$ cat config.mk
export PLATFORM = sky130hd
export DESIGN_NAME = pack_sink
export DESIGN_NICKNAME = d
export VERILOG_FILES = /design/src/rtl/noc_pkg.sv /design/src/rtl/stall_lfsr.sv /design/src/rtl/pack_sink.sv
export SDC_FILE = /design/constraint.sdc
export NUM_CORES = 1
export LEC_CHECK = 0
export CAP_MARGIN = 20
export CORE_MARGIN = 1
export CORE_UTILIZATION = 55
export DETAILED_ROUTE_END_ITERATION = 6
export HOLD_SLACK_MARGIN = 0.05
export PLACE_DENSITY = 0.82
export SYNTH_ARGS = -nofsm -noshare
export SYNTH_HDL_FRONTEND = slang
export SYNTH_SLANG_ARGS = --single-unit
export TNS_END_PERCENT = 50
$ cat constraint.sdc
create_clock -name clk -period 3.33 [get_ports clk]
set_clock_uncertainty 0.1 [all_clocks]
set_input_delay 0.4995 -clock clk [delete_from_list [all_inputs] [get_ports clk]]
set_output_delay 0.4995 -clock clk [all_outputs]
set_load 0.05 [all_outputs]
$ cat src/rtl/noc_pkg.sv
// Shared NoC definitions: flit field offsets,
// sink FSM encoding and backpressure LFSR taps.
package noc_pkg;

  typedef enum logic [1:0] {
    ST_IDLE = 2'd0,
    ST_RECV = 2'd1,
    ST_DROP = 2'd2
  } sink_st_e;

  localparam int PLD_LSB = 0;
  localparam int LFSR_W = 8;
  // Taps 8,6,5,4 of the Fibonacci LFSR
  localparam logic [LFSR_W-1:0] LFSR_TAPS = 8'b1011_1000;

  function automatic int dst_lsb(int ds);
    return ds;
  endfunction

  function automatic int last_bit(int ds, int as);
    return ds + as;
  endfunction

  function automatic logic [LFSR_W-1:0] lfsr_next(
    logic [LFSR_W-1:0] l
  );
    return {l[LFSR_W-2:0], ^(l & LFSR_TAPS)};
  endfunction

  function automatic logic lfsr_stall(logic [LFSR_W-1:0] l);
    return l[0] & l[1];
  endfunction

endpackage

$ cat src/rtl/stall_lfsr.sv
// Pseudo-random backpressure source; ready is
// registered so it never depends on the flit inputs.
module stall_lfsr
  import noc_pkg::*;
#(
  parameter logic [LFSR_W-1:0] SEED = 8'hA5
) (
  input  logic clk,
  input  logic rst_i,
  output logic ready_o
);

  logic [LFSR_W-1:0] lfsr_q, lfsr_d;
  logic              ready_q;

  always_comb lfsr_d = lfsr_next(lfsr_q);

  always_ff @(posedge clk) begin
    if (rst_i) begin
      lfsr_q  <= SEED;
      ready_q <= 1'b1;
    end else begin
      lfsr_q  <= lfsr_d;
      ready_q <= ~lfsr_stall(lfsr_d);
    end
  end

  assign ready_o = ready_q;

endmodule

$ cat src/rtl/pack_sink.sv
// NoC local-port packet sink: checks packets,
// counts good/bad packets and flits, flags idle.
module pack_sink
  import noc_pkg::*;
#(
  parameter int DATA_SIZE     = 8,
  parameter int ADDR_SIZE     = 4,
  parameter int ADDR          = 0,
  parameter int NODES_NUM     = 16,
  parameter int MAX_PACK_LEN  = 8,
  parameter int PACKS_TO_RECV = 16,
  parameter int IDLE_LIMIT    = 160,
  parameter logic [7:0] STALL_SEED = 8'hA5
) (
  input  logic                          clk,
  input  logic                          a_rst,
  input  logic [DATA_SIZE+ADDR_SIZE:0]  data_i,
  input  logic                          in_w,
  output logic                          in_r,
  output logic [15:0]                   packs_cnt,
  output logic [15:0]                   flits_cnt,
  output logic [7:0]                    err_cnt,
  output logic                          done,
  output logic                          timeout
);

  localparam int DST_LSB = dst_lsb(DATA_SIZE);
  localparam int LST_BIT = last_bit(DATA_SIZE, ADDR_SIZE);
  localparam int CW = $clog2(MAX_PACK_LEN + 2);
  localparam int IW = $clog2(IDLE_LIMIT + 2);
  localparam logic [31:0]   NODES_U = NODES_NUM;
  localparam logic [CW-1:0] MAX_L   = CW'(MAX_PACK_LEN);
  localparam logic [IW-1:0] IDLE_L  = IW'(IDLE_LIMIT);

  sink_st_e          st_q, st_d;
  logic [CW-1:0]     cnt_q, cnt_d, n;
  logic [IW-1:0]     idle_q;
  logic [15:0]       packs_q, flits_q;
  logic [7:0]        err_q;
  logic              done_q;
  logic              xfer, last_f, head, err_f;
  logic              good, bad;
  logic [ADDR_SIZE-1:0] dst_f, src_f;

  stall_lfsr #(
    .SEED (STALL_SEED)
  ) u_lfsr (
    .clk     (clk),
    .rst_i   (a_rst),
    .ready_o (in_r)
  );

  assign xfer   = in_w & in_r;
  assign last_f = data_i[LST_BIT];
  assign dst_f  = data_i[DST_LSB +: ADDR_SIZE];
  assign src_f  = data_i[PLD_LSB +: ADDR_SIZE];
  assign head   = (st_q == ST_IDLE);

  // Position of this flit in its packet, pinned at MAX once past it
  assign n = head ? CW'(1) :
             (cnt_q >= MAX_L) ? cnt_q : cnt_q + CW'(1);

  assign err_f =
    (dst_f != ADDR_SIZE'(ADDR)) |
    (head & ({{(32-ADDR_SIZE){1'b0}}, src_f} >= NODES_U)) |
    (~last_f & (n >= MAX_L));

  always_comb begin
    st_d  = st_q;
    cnt_d = cnt_q;
    good  = 1'b0;
    bad   = 1'b0;
    if (xfer) begin
      cnt_d = n;
      unique case (st_q)
        ST_IDLE: begin
          if (last_f) begin
            good  = ~err_f;
            bad   = err_f;
            cnt_d = '0;
          end else begin
            st_d = err_f ? ST_DROP : ST_RECV;
          end
        end
        ST_RECV: begin
          if (last_f) begin
            st_d  = ST_IDLE;
            good  = ~err_f;
            bad   = err_f;
            cnt_d = '0;
          end else if (err_f) begin
            st_d = ST_DROP;
          end
        end
        ST_DROP: begin
          if (last_f) begin
            st_d  = ST_IDLE;
            bad   = 1'b1;
            cnt_d = '0;
          end
        end
        default: st_d = ST_IDLE;
      endcase
    end
  end

  always_ff @(posedge clk) begin
    if (a_rst) begin
      st_q    <= ST_IDLE;
      cnt_q   <= '0;
      idle_q  <= '0;
      packs_q <= '0;
      flits_q <= '0;
      err_q   <= '0;
      done_q  <= 1'b0;
    end else begin
      st_q  <= st_d;
      cnt_q <= cnt_d;
      if (xfer && flits_q != '1)
        flits_q <= flits_q + 16'd1;
      if (good && packs_q != '1)
        packs_q <= packs_q + 16'd1;
      if (bad && err_q != '1)
        err_q <= err_q + 8'd1;
      if (packs_q >= 16'(PACKS_TO_RECV))
        done_q <= 1'b1;
      if (xfer)
        idle_q <= '0;
      else if (idle_q != IDLE_L)
        idle_q <= idle_q + IW'(1);
    end
  end

  assign packs_cnt = packs_q;
  assign flits_cnt = flits_q;
  assign err_cnt   = err_q;
  assign done      = done_q;
  assign timeout   = (idle_q == IDLE_L);

endmodule

==> results.tsv, run 1 <==
stage	metric	value	unit
setup_path	cp.arrival	2.21	ns
setup_path	slowest_delay	0.80	ns
timing	timing_hold_violations_final	0	
placed_design	port-buffer-count	50	
cells_and_area	syn2layout_area_growth	26.78	%
clock_tree	root_buffer	clkbuf_8	
power	peakVddDrop	247.9	µV
logic_synthesis	synthesis.nets	371	
timing	tns	0	ns
detailed_routing	wl_met3	324	µm
setup_path	crit_path_max_fanout	5	
timing	worstMarginPinSlew	0.7480	ns
die	die_h	75.68	µm
detailed_routing	drc	0	
grt	grt_usage	24.68	%
run_status	outcome	finished, final reports clean	
grt	grt_pass1_wl	10.58	mm
detailed_routing	viasPerCell	5.668	
detailed_routing	routed.top_layer	met4	
placed_design	place.gp.congestion	0.8027	
clock_tree	cts_buffers	9	
detailed_routing	routedLengthMet1	2.840	mm
timing	fmaxAchievable	356.4	MHz
detailed_routing	post_drt_wl_per_cell	13.74	µm
logic_synthesis	synthFlopType	dfxtp_1	
clock_tree	postCtsHoldBufs	0	
cells_and_area	drive_gt1_share	6.404	%
logic_synthesis	yosys.area_share.simple	29.55	%
grt	grt_overflow_total	0	
detailed_routing	num_vias	2698	
cells_and_area	final_common_cell	dfxtp_1	
logic_synthesis	syn_area_per_cell	8.603	µm²
clock_tree	cts_sinks	64	
setup_path	worstSetupPathType	reg2out	
timing	min_period	2.806	ns
timing	relSlewSlack	49.68	%
detailed_routing	routed-wl-met2	3.270	mm
logic_synthesis	synth-seq-cells	64	
cells_and_area	multiInputGateArea	1622	µm²
setup_path	cpLargestDelayFamily	buffers and inverters	
power	leakagePower	0.001295	µW
logic_synthesis	synth_top_family_by_area	simple AND/OR/NAND/NOR gates	
cells_and_area	nFillCells	401	
detailed_routing	drt_pass1_iterations	5	
grt	antenna_found_initial	0	
logic_synthesis	synth_mux_area_share	1.341	%
clock_tree	cts.repair.resized	0	
clock_tree	clock_latency	0.34	ns
timing	setup_violations	0	
setup_path	crit_path_cell_trace	inv_1 > ha_1 > nand4b_1 > nor4_1 > buf_4 > clkdlybuf4s50_1	
detailed_routing	ant_nets	0	
cells_and_area	seqCellArea	1281	µm²
cells_and_area	layout_common_cells	64 x dfxtp_1, 49 x nor2_1, 49 x clkdlybuf4s50_1	
logic_synthesis	synth_cells	347	
detailed_routing	routed_wl	6.542	mm
timing	fin_crit_sh	84.25	%
logic_synthesis	synth_compound_area_share	9.179	%
logic_synthesis	yosys_warnings	0	
clock_tree	h-tree-depth	3	
logic_synthesis	seq_area_frac_synth	42.92	%
timing	grt_setup_unrepaired	no	
grt	grt_max_degree	46	
die	initial_core_util	57.72	%
setup_path	crit_path_end_kind	output pin	
die	row_count	26	
logic_synthesis	synthAdderAreaFrac	3.688	%
setup_path	path_buf_inv	3	
setup_path	cp_data_required_time	2.73	ns
grt	grt_pass1_vias	2434	
cells_and_area	nets	426	
worst_hold_path	hold_path.class	reg2reg	
job	max-cap-violations	0	
clock_tree	path_clk_slew	0.07	ns
logic_synthesis	synth_cell_type_count	43	
timing	final_max_slew_viol_count	0	
power	p_total	1688	µW
clock_tree	cts_setup_buffers	0	
logic_synthesis	synth_edf_count	0	
die	chipWidth	75.68	µm
placed_design	dp_hpwl	4.363	mm
detailed_routing	drt_iter0_markers	132	
setup_path	slowest_stage	clkdlybuf4s50_1	
die	io_pins	59	
clock_tree	clockBufferDepth	2	
setup_path	crit_path_start_kind	flop	
die	dieArea	5727	µm²
die	core_area	5172	µm²
logic_synthesis	syn_area	2985	µm²
logic_synthesis	ys_async_sr_fraction	0	%
cells_and_area	antenna_cells	0	
logic_synthesis	synth_xor_xnor_area_share	10.56	%
power	power.density	446.1	nW/µm²
clock_tree	tritoncts	built	
-- kinds of logic (layout without fill, tap and decap cells) --
family	count (synthesis)	count (layout)
and+or+nand+nor	168	168
DFF	64	64
AOI/OAI and AO/OA	44	44
xor gates and xnor gates	36	36
buffers and inverters	22	81
adders and majority gates	9	9
muxes	4	4
-- report_power, final --
group	internal, µW	switching [µW]	total [µW]
Combinational	52.2	83.1	135
Clock	457	288	745
Sequential	787	20.7	808
Total	1300	392	1690
-- cells in the mapped netlist (2+ instances only) --
library cell  count  area share (%)
a21oi_1          12             2.0
xor2_1            9             2.6
inv_1            11             1.4
nor3_1           14             2.3
or4_1             2            0.50
nor4_1           13             2.7
ha_1              8             3.4
or2_2             3            0.63
nand4_1           7             1.5
nor3b_1           2            0.50
and4_1            3            0.88
nand4b_1          2            0.59
nor2b_1           7             1.5
nand2b_1          4            0.84
a211oi_1          2            0.50
nor2_1           49             6.2
o211ai_1          3            0.75
or3_1             7             1.5
dfxtp_1          64              43
mux2i_1           4             1.3
o21ai_0          14             2.3
clkbuf_1         11             1.4
nand3_1          21             3.5
o2111ai_1         2            0.59
xnor2_1          27             7.9
nand2_1          17             2.1
and3_1            8             1.7
and2_1            6             1.3
-- worst paths after layout --
kind	to	slack, ns	depth (start not counted)	startpoint
hold / removal	u_lfsr.lfsr_q[7]$_SDFF_PP1_	0.31	1	u_lfsr.lfsr_q[6]$_SDFF_PP0_
setup / recovery	timeout	0.52	6	idle_q[0]$_SDFFE_PP0N_
setup reg to reg	flits_cnt[5]$_SDFFE_PP0P_	1.10	7	flits_cnt[1]$_SDFFE_PP0P_
hold reg to reg	u_lfsr.lfsr_q[7]$_SDFF_PP1_	0.31	1	u_lfsr.lfsr_q[6]$_SDFF_PP0_
-- metal layers --
layer / track usage (%) / up-vias
met2: 41.77 / 71
met4: 11.73 / 0
met1: 28.32 / 1286
met5: 0 / -
li1: - / 1328
met3: 7.937 / 13
-- layout make-up --
type                    instances  share of cell area [%]
clock buffers                  12                   4.099
clock inverters                 3                   1.719
inverters                      11                   1.091
multi-input cells             261                   42.84
flip-flops and latches         64                   33.85
well taps                      70                   2.314
repair buffers                 55                   14.08
-- flip-flops by register name, indices dropped and copies added (netlist names) --
signal and cells:
st_q 2, u_lfsr.lfsr_q 8, packs_cnt 16, cnt_q 4
done 1, err_cnt 8, idle_q 8, u_lfsr.ready_o 1
flits_cnt 16
-- metrics by stage --
stage / hold WS (ns) / cell area, µm² / utilization [%] / std cells / setup slack, ns
5_1_grt: 0.3384 / 3785 / 73.17 / 476 / 0.3433
3_3_place_gp: 0.2940 / 3565 / 68.92 / 461 / 0.6250
4_1_cts: 0.3199 / 3785 / 73.17 / 476 / 0.5007
6_report: 0.3141 / 3785 / 73.17 / 476 / 0.5245
3_5_place_dp: 0.2974 / 3565 / 68.92 / 461 / 0.5537
2_1_floorplan: 0.2895 / 2985 / - / 347 / 0.2478
(Power assumes the default switching activity.)
==> run 2, diff against run 1 <==
--- a/config.mk
+++ b/config.mk
@@ -7,10 +7,10 @@
 export LEC_CHECK = 0
 export CAP_MARGIN = 20
 export CORE_MARGIN = 1
-export CORE_UTILIZATION = 55
+export CORE_UTILIZATION = 51
 export DETAILED_ROUTE_END_ITERATION = 6
 export HOLD_SLACK_MARGIN = 0.05
-export PLACE_DENSITY = 0.82
+export PLACE_DENSITY = 0.77
 export SYNTH_ARGS = -nofsm -noshare
 export SYNTH_HDL_FRONTEND = slang
 export SYNTH_SLANG_ARGS = --single-unit
==> constraint.sdc (replaced) <==
create_clock -name clk -period 2.9 [get_ports clk]
set_clock_uncertainty 0.1 [all_clocks]
set_input_delay 0.435 -clock clk [delete_from_list [all_inputs] [get_ports clk]]
set_output_delay 0.435 -clock clk [all_outputs]
set_load 0.05 [all_outputs]
==> run 2 against run 1 <==
Effect of this change:
- first-iteration DRC count fell by 4.5%
- hold slack improved by 0.0031 ns
- total power rose by 4.2%
- critical endpoint unchanged
- clock power fell by 8.6%
- largest power group unchanged
- via count fell by 3.5%
- die area rose by 7.6%
- wire length fell by 6.1%
- combinational power rose by 13%
- final cell count rose by 0.63%
==> results.tsv, run 2 (synthesis gave the netlist of run 1 again) <==
stage	metric	value	unit
grt	grt_max_degree	53	
clock_tree	cts.repair.resized	0	
timing	tns	0	ns
setup_path	r2r_start	packs_cnt[7]$_SDFFE_PP0P_	
timing	worstMarginPinSlew	0.5537	ns
power	p_clk_share	38.7	%
die	chipWidth	78.51	µm
grt	antenna_found_initial	0	
timing	final_max_slew_viol_count	0	
clock_tree	postCtsHoldBufs	0	
power	switching_power	480.3	µW
die	io_pins	59	
die	row_count	27	
clock_tree	root_buffer	clkbuf_8	
setup_path	startpoint	idle_q[0]$_SDFFE_PP0N_	
die	core_area	5574	µm²
placed_design	dp_hpwl	4.350	mm
timing	hold_slack	0.3172	ns
detailed_routing	num_vias	2604	
power	leakagePower	0.001270	µW
run_status	outcome	finished, final reports clean	
worst_hold_path	hold_start	u_lfsr.lfsr_q[6]$_SDFF_PP0_	
clock_tree	path_clk_slew	0.07	ns
cells_and_area	finalInstanceArea	3752	µm²
timing	min_period	2.659	ns
cells_and_area	syn2layout_area_growth	25.69	%
detailed_routing	routed_wl	6.141	mm
timing	relSlewSlack	63.09	%
power	pwr-share-seq	52.6	%
job	max-cap-violations	0	
grt	grt_pass1_wl	10.64	mm
placed_design	place.gp.congestion	0.8209	
die	die_h	78.51	µm
cells_and_area	post-route-util	67.32	%
setup_path	slowest_delay	0.85	ns
detailed_routing	ant_nets	0	
detailed_routing	viasPerCell	5.436	
placed_design	port-buffer-count	50	
grt	grt_usage	22.00	%
power	swShare	27.30	%
grt	top_usage_layer	met2	
cells_and_area	final_common_cell	dfxtp_1	
setup_path	path_buf_inv	2	
cells_and_area	nets	426	
clock_tree	h-tree-depth	3	
cells_and_area	drive_gt1_share	7.125	%
clock_tree	cts_buffers	9	
placed_design	placed_area	3573	µm²
power	power.density	468.8	nW/µm²
setup_path	cp.arrival	2.12	ns
setup_path	cpLargestDelayFamily	buffers and inverters	
timing	grt_setup_unrepaired	no	
clock_tree	clockBufferDepth	2	
detailed_routing	drt_pass1_iterations	4	
detailed_routing	post_drt_wl_per_cell	12.82	µm
power	p_int	1279	µW
setup_path	cp_data_required_time	2.37	ns
cells_and_area	layout_common_cells	64 x dfxtp_1, 49 x nor2_1, 49 x clkdlybuf4s50_1	
grt	grt_overflow_total	0	
clock_tree	clock_latency	0.34	ns
grt	grtUsageMet1	26.83	%
detailed_routing	drt_iter0_markers	126	
timing	fmaxAchievable	376.1	MHz
setup_path	crit_path_cell_trace	inv_1 > ha_1 > nand4b_1 > nor4_2 > clkdlybuf4s50_1	
setup_path	crit_path_start_kind	flop	
power	peakVddDrop	361.1	µV
timing	timing_hold_violations_final	0	
power	pwr-share-comb	8.7	%
grt	grtUsageMet3	6.628	%
worst_hold_path	hold_path.class	reg2reg	
timing	fin_crit_sh	91.69	%
clock_tree	cts_setup_buffers	0	
setup_path	worstSetupPathType	reg2out	
die	dieArea	6164	µm²
grt	grt_pass1_vias	2364	
clock_tree	cts_sinks	64	
timing	setup_ws	0.2410	ns
placed_design	pre_cts_slack	0.1655	ns
setup_path	slowest_stage	clkdlybuf4s50_1	
setup_path	crit_path_max_fanout	5	
timing	setup_violations	0	
grt	grtUsageMet2	36.96	%
clock_tree	tritoncts	built	
setup_path	crit_path_end_kind	output pin	
cells_and_area	antenna_cells	0	
detailed_routing	drc	0	
die	initial_core_util	53.56	%
==> run 2: changes by cell type in the layout (fill, tap and decap cells not counted), sizes merged <==
cell	previous run	this run
clkinvlp	0	2
inv	11	13
buf	6	5
clkbuf	12	10
clkinv	1	3
bufinv	2	0
==> run 2: area by class of cell <==
class | instances | area [µm²]
clock inverters | 7 | 55.05
flip-flops and latches | 64 | 1281
multi-input cells | 261 | 1628
repair buffers | 55 | 533.0
fillers | 484 | 1822
clock buffers | 9 | 123.9
inverters | 11 | 41.29
well taps | 72 | 90.09
==> run 2: power groups by stage <==
stage / combinational (µW) / sequential (µW) / clock, µW
after detailed placement: 155 / 945 / 0
after CTS: 155 / 925 / 703
final: 153 / 925 / 681
after global placement: 151 / 945 / 0
after floorplan: 82.5 / 969 / 0
after global routing: 170 / 929 / 745
==> run 2: metrics by stage <==
stage | std cells | power [µW]
4_1_cts | 479 | 1783
6_report | 479 | 1759
3_3_place_gp | 463 | 1095
5_1_grt | 479 | 1844
3_5_place_dp | 463 | 1100
2_1_floorplan | 347 | 1052
==> run 2: final timing paths <==
kind | endpoint | slack, ns | cells past startpoint
worst max register to register | packs_cnt[15]$_SDFFE_PP0P_ | 0.85 | 5
worst min register to register | u_lfsr.lfsr_q[7]$_SDFF_PP1_ | 0.32 | 1
worst max-delay path | timeout | 0.24 | 5
worst min-delay path | u_lfsr.lfsr_q[7]$_SDFF_PP1_ | 0.32 | 1
==> run 2: per-layer routing <==
| metal | vias up | routed length, µm | share of wire, % |
|---|---|---|---|
| met2 | 51 | 2986 | 49 |
| met1 | 1217 | 2856 | 47 |
| met3 | 4 | 274 | 4.5 |
| met5 | - | 0 | 0 |
| li1 | 1332 | - | - |
| met4 | 0 | 24 | 0.39 |
==> run 3, diff against run 2 <==
--- a/config.mk
+++ b/config.mk
@@ -7,11 +7,13 @@
 export LEC_CHECK = 0
 export CAP_MARGIN = 20
 export CORE_MARGIN = 1
-export CORE_UTILIZATION = 51
+export CORE_UTILIZATION = 55
 export DETAILED_ROUTE_END_ITERATION = 6
+export DONT_BUFFER_PORTS = 1
 export HOLD_SLACK_MARGIN = 0.05
-export PLACE_DENSITY = 0.77
+export PLACE_DENSITY = 0.68
 export SYNTH_ARGS = -nofsm -noshare
 export SYNTH_HDL_FRONTEND = slang
+export SYNTH_HIERARCHICAL = 1
 export SYNTH_SLANG_ARGS = --single-unit
 export TNS_END_PERCENT = 50
==> run 3 against run 2 <==
Effect of this change:
- register-to-register slack worse by 0.29 ns
- synthesized cell count grew 5.8%
- global-route usage rose by 1.9 points
- sequential share of layout area increased by 1.4 points
- critical path depth fell by 1
- maximum frequency increased by 13%
- setup slack better by 0.31 ns
- cell area shrank 4.0%
- count of clock-buffer cells in the layout unchanged
- via count increased by 8.4%
- flip-flop and latch count unchanged
- sequential power increased by 1%
==> results.tsv, run 3 <==
stage	metric	value	unit
timing	fmaxAchievable	426.1	MHz
detailed_routing	post_drt_wl_per_cell	14.86	µm
timing	min_period	2.347	ns
setup_path	crit_path_end_kind	output pin	
die	chipWidth	78.51	µm
logic_synthesis	ys_async_sr_fraction	0	%
grt	grt_usage	23.93	%
setup_path	slowest_delay	0.63	ns
timing	setup_violations	0	
cells_and_area	nets	410	
detailed_routing	num_vias	2822	
setup_path	slowest_stage	and3_1	
cells_and_area	antenna_cells	0	
detailed_routing	drt_iter0_markers	99	
clock_tree	root_buffer	clkbuf_8	
logic_synthesis	synth_area_leaders	dfxtp_1 40%, a21oi_1 5.8%, o31ai_1 5.1%, or4_1 4.0%, ha_1 3.1%	
timing	fin_crit_sh	80.94	%
setup_path	cp.arrival	1.81	ns
clock_tree	clock_latency	0.33	ns
placed_design	place.gp.congestion	0.8175	
setup_path	crit_path_start_kind	flop	
logic_synthesis	post-synth-top-area-cell	dfxtp_1	
clock_tree	cts_setup_buffers	0	
die	initial_core_util	57.76	%
die	core_area	5574	µm²
timing	final_max_slew_viol_count	0	
power	power.density	501.2	nW/µm²
cells_and_area	drive_gt1_share	12.53	%
logic_synthesis	seq_area_frac_synth	39.80	%
grt	grtUsageMet2	39.74	%
clock_tree	clockBufferDepth	2	
cells_and_area	nFillCells	513	
cells_and_area	seqCellArea	1281	µm²
grt	grtUsageMet3	5.698	%
detailed_routing	routed_wl	6.880	mm
grt	top_usage_layer	met2	
logic_synthesis	syn_area	3219	µm²
logic_synthesis	synth_top_area_share	39.80	%
logic_synthesis	yosys.cell_count.top_type	dfxtp_1	
detailed_routing	viasPerCell	6.095	
power	leakagePower	0.001251	µW
logic_synthesis	syn_area_per_cell	8.772	µm²
cells_and_area	syn2layout_area_growth	11.89	%
run_status	outcome	finished, final reports clean	
clock_tree	cts.repair.resized	0	
clock_tree	path_clk_slew	0.08	ns
clock_tree	cts_sinks	64	
grt	grt_overflow_total	0	
cells_and_area	multiInputGateArea	1793	µm²
logic_synthesis	synth_cell_type_count	49	
timing	grt_setup_unrepaired	no	
grt	grt_max_degree	60	
die	die_h	78.51	µm
logic_synthesis	synthFlopType	dfxtp_1	
setup_path	worstSetupPathType	reg2out	
detailed_routing	drc	0	
die	dieArea	6163	µm²
worst_hold_path	hold_path.class	in2reg	
cells_and_area	final_common_cell	dfxtp_1	
logic_synthesis	synth-seq-cells	64	
logic_synthesis	yosys_warnings	6	
logic_synthesis	synth_cells	367	
power	peakVddDrop	350.1	µV
setup_path	crit_path_max_fanout	5	
setup_path	cp_data_required_time	2.37	ns
die	row_count	27	
placed_design	dp_hpwl	4.629	mm
grt	grt_pass1_vias	2630	
grt	grt_pass1_wl	11.83	mm
die	io_pins	59	
cells_and_area	layout_common_cells	64 x dfxtp_1, 37 x a21oi_1, 25 x nor2_1	
clock_tree	cts_buffers	9	
timing	relSlewSlack	52.02	%
setup_path	crit_path_cell_trace	inv_1 > ha_1 > nor4bb_1 > and3_1	
cells_and_area	post-route-util	64.62	%
detailed_routing	drt_pass1_iterations	4	
timing	timing_hold_violations_final	0	
detailed_routing	ant_nets	0	
clock_tree	h-tree-depth	3	
job	max-cap-violations	0	
timing	worstMarginPinSlew	0.7187	ns
clock_tree	postCtsHoldBufs	0	
logic_synthesis	synth_common_cells	64 x dfxtp_1, 37 x a21oi_1, 25 x nor2_1, 22 x o31ai_1, 19 x nand3_1	
logic_synthesis	synthesis.nets	391	
placed_design	port-buffer-count	0	
timing	tns	0	ns
grt	antenna_found_initial	0	
logic_synthesis	synth_edf_count	0	
grt	grtUsageMet1	29.14	%
clock_tree	tritoncts	built	
[run 3: stage by stage]
step                      area [µm²]  hold WS, ns  total power [µW]  instances  worst slack [ns]
after floorplan                 3219       0.2832              1050        367            0.6956
after global placement          3397       0.2913              1061        446            0.6153
after detailed placement        3397       0.2889              1065        446            0.6165
after CTS                       3592      0.05368              1817        462            0.5571
after global routing            3602      0.05116              1884        463            0.3742
final                           3602      0.07131              1806        463            0.5529
[run 3: cell families (layout without fill, tap and decap cells)]
kind of cell	after synthesis	count (layout)	synth area share [%]
and+or+nand+nor	164	164	31.64
AOI/OAI and AO/OA	82	82	15.62
DFF	64	64	39.80
buffers and inverters	31	55	4.508
xor gates and xnor gates	11	11	2.993
adders and majority gates	9	9	3.420
muxes	6	6	2.021
[run 3: critical path, delay by kind of cell, from the launching register on]
family        cells  cell delay (ns)
simple gates      2             0.88
flops             1             0.35
buf+inv           1             0.10
fa+ha+maj         1             0.15
[run 3: layout make-up]
type	instances	area share, %
multi-input cells	272	49.77
inverters	14	1.459
repair buffers	25	5.280
flip-flops and latches	64	35.57
clock inverters	7	1.980
clock buffers	9	3.439
well taps	72	2.501
[run 3: path summary, 6_finish.rpt]
path / startpoint / to / slack (ns) / depth (start not counted)
setup / recovery: idle_q[0]$_SDFFE_PP0N_ / timeout / 0.55 / 4
hold reg to reg: u_lfsr/lfsr_q[6]$_SDFF_PP0_ / u_lfsr/lfsr_q[7]$_SDFF_PP1_ / 0.31 / 1
setup reg to reg: flits_cnt[0]$_SDFFE_PP0P_ / flits_cnt[14]$_SDFFE_PP0P_ / 0.56 / 5
hold / removal: a_rst / flits_cnt[9]$_SDFFE_PP0P_ / 0.07 / 1
[run 3: per-layer routing]
layer  part of all wire (%)  routed length, µm  up-vias
met3                    4.4                304       13
met4                    1.6                111        0
met1                     47               3215     1331
li1                       -                  -     1412
met2                     47               3249       66
met5                      0                  0        -
[run 3: where the power goes]
group	internal [µW]	switching (µW)
clock network	396	363
registers	903	30.9
logic	46.5	66.2
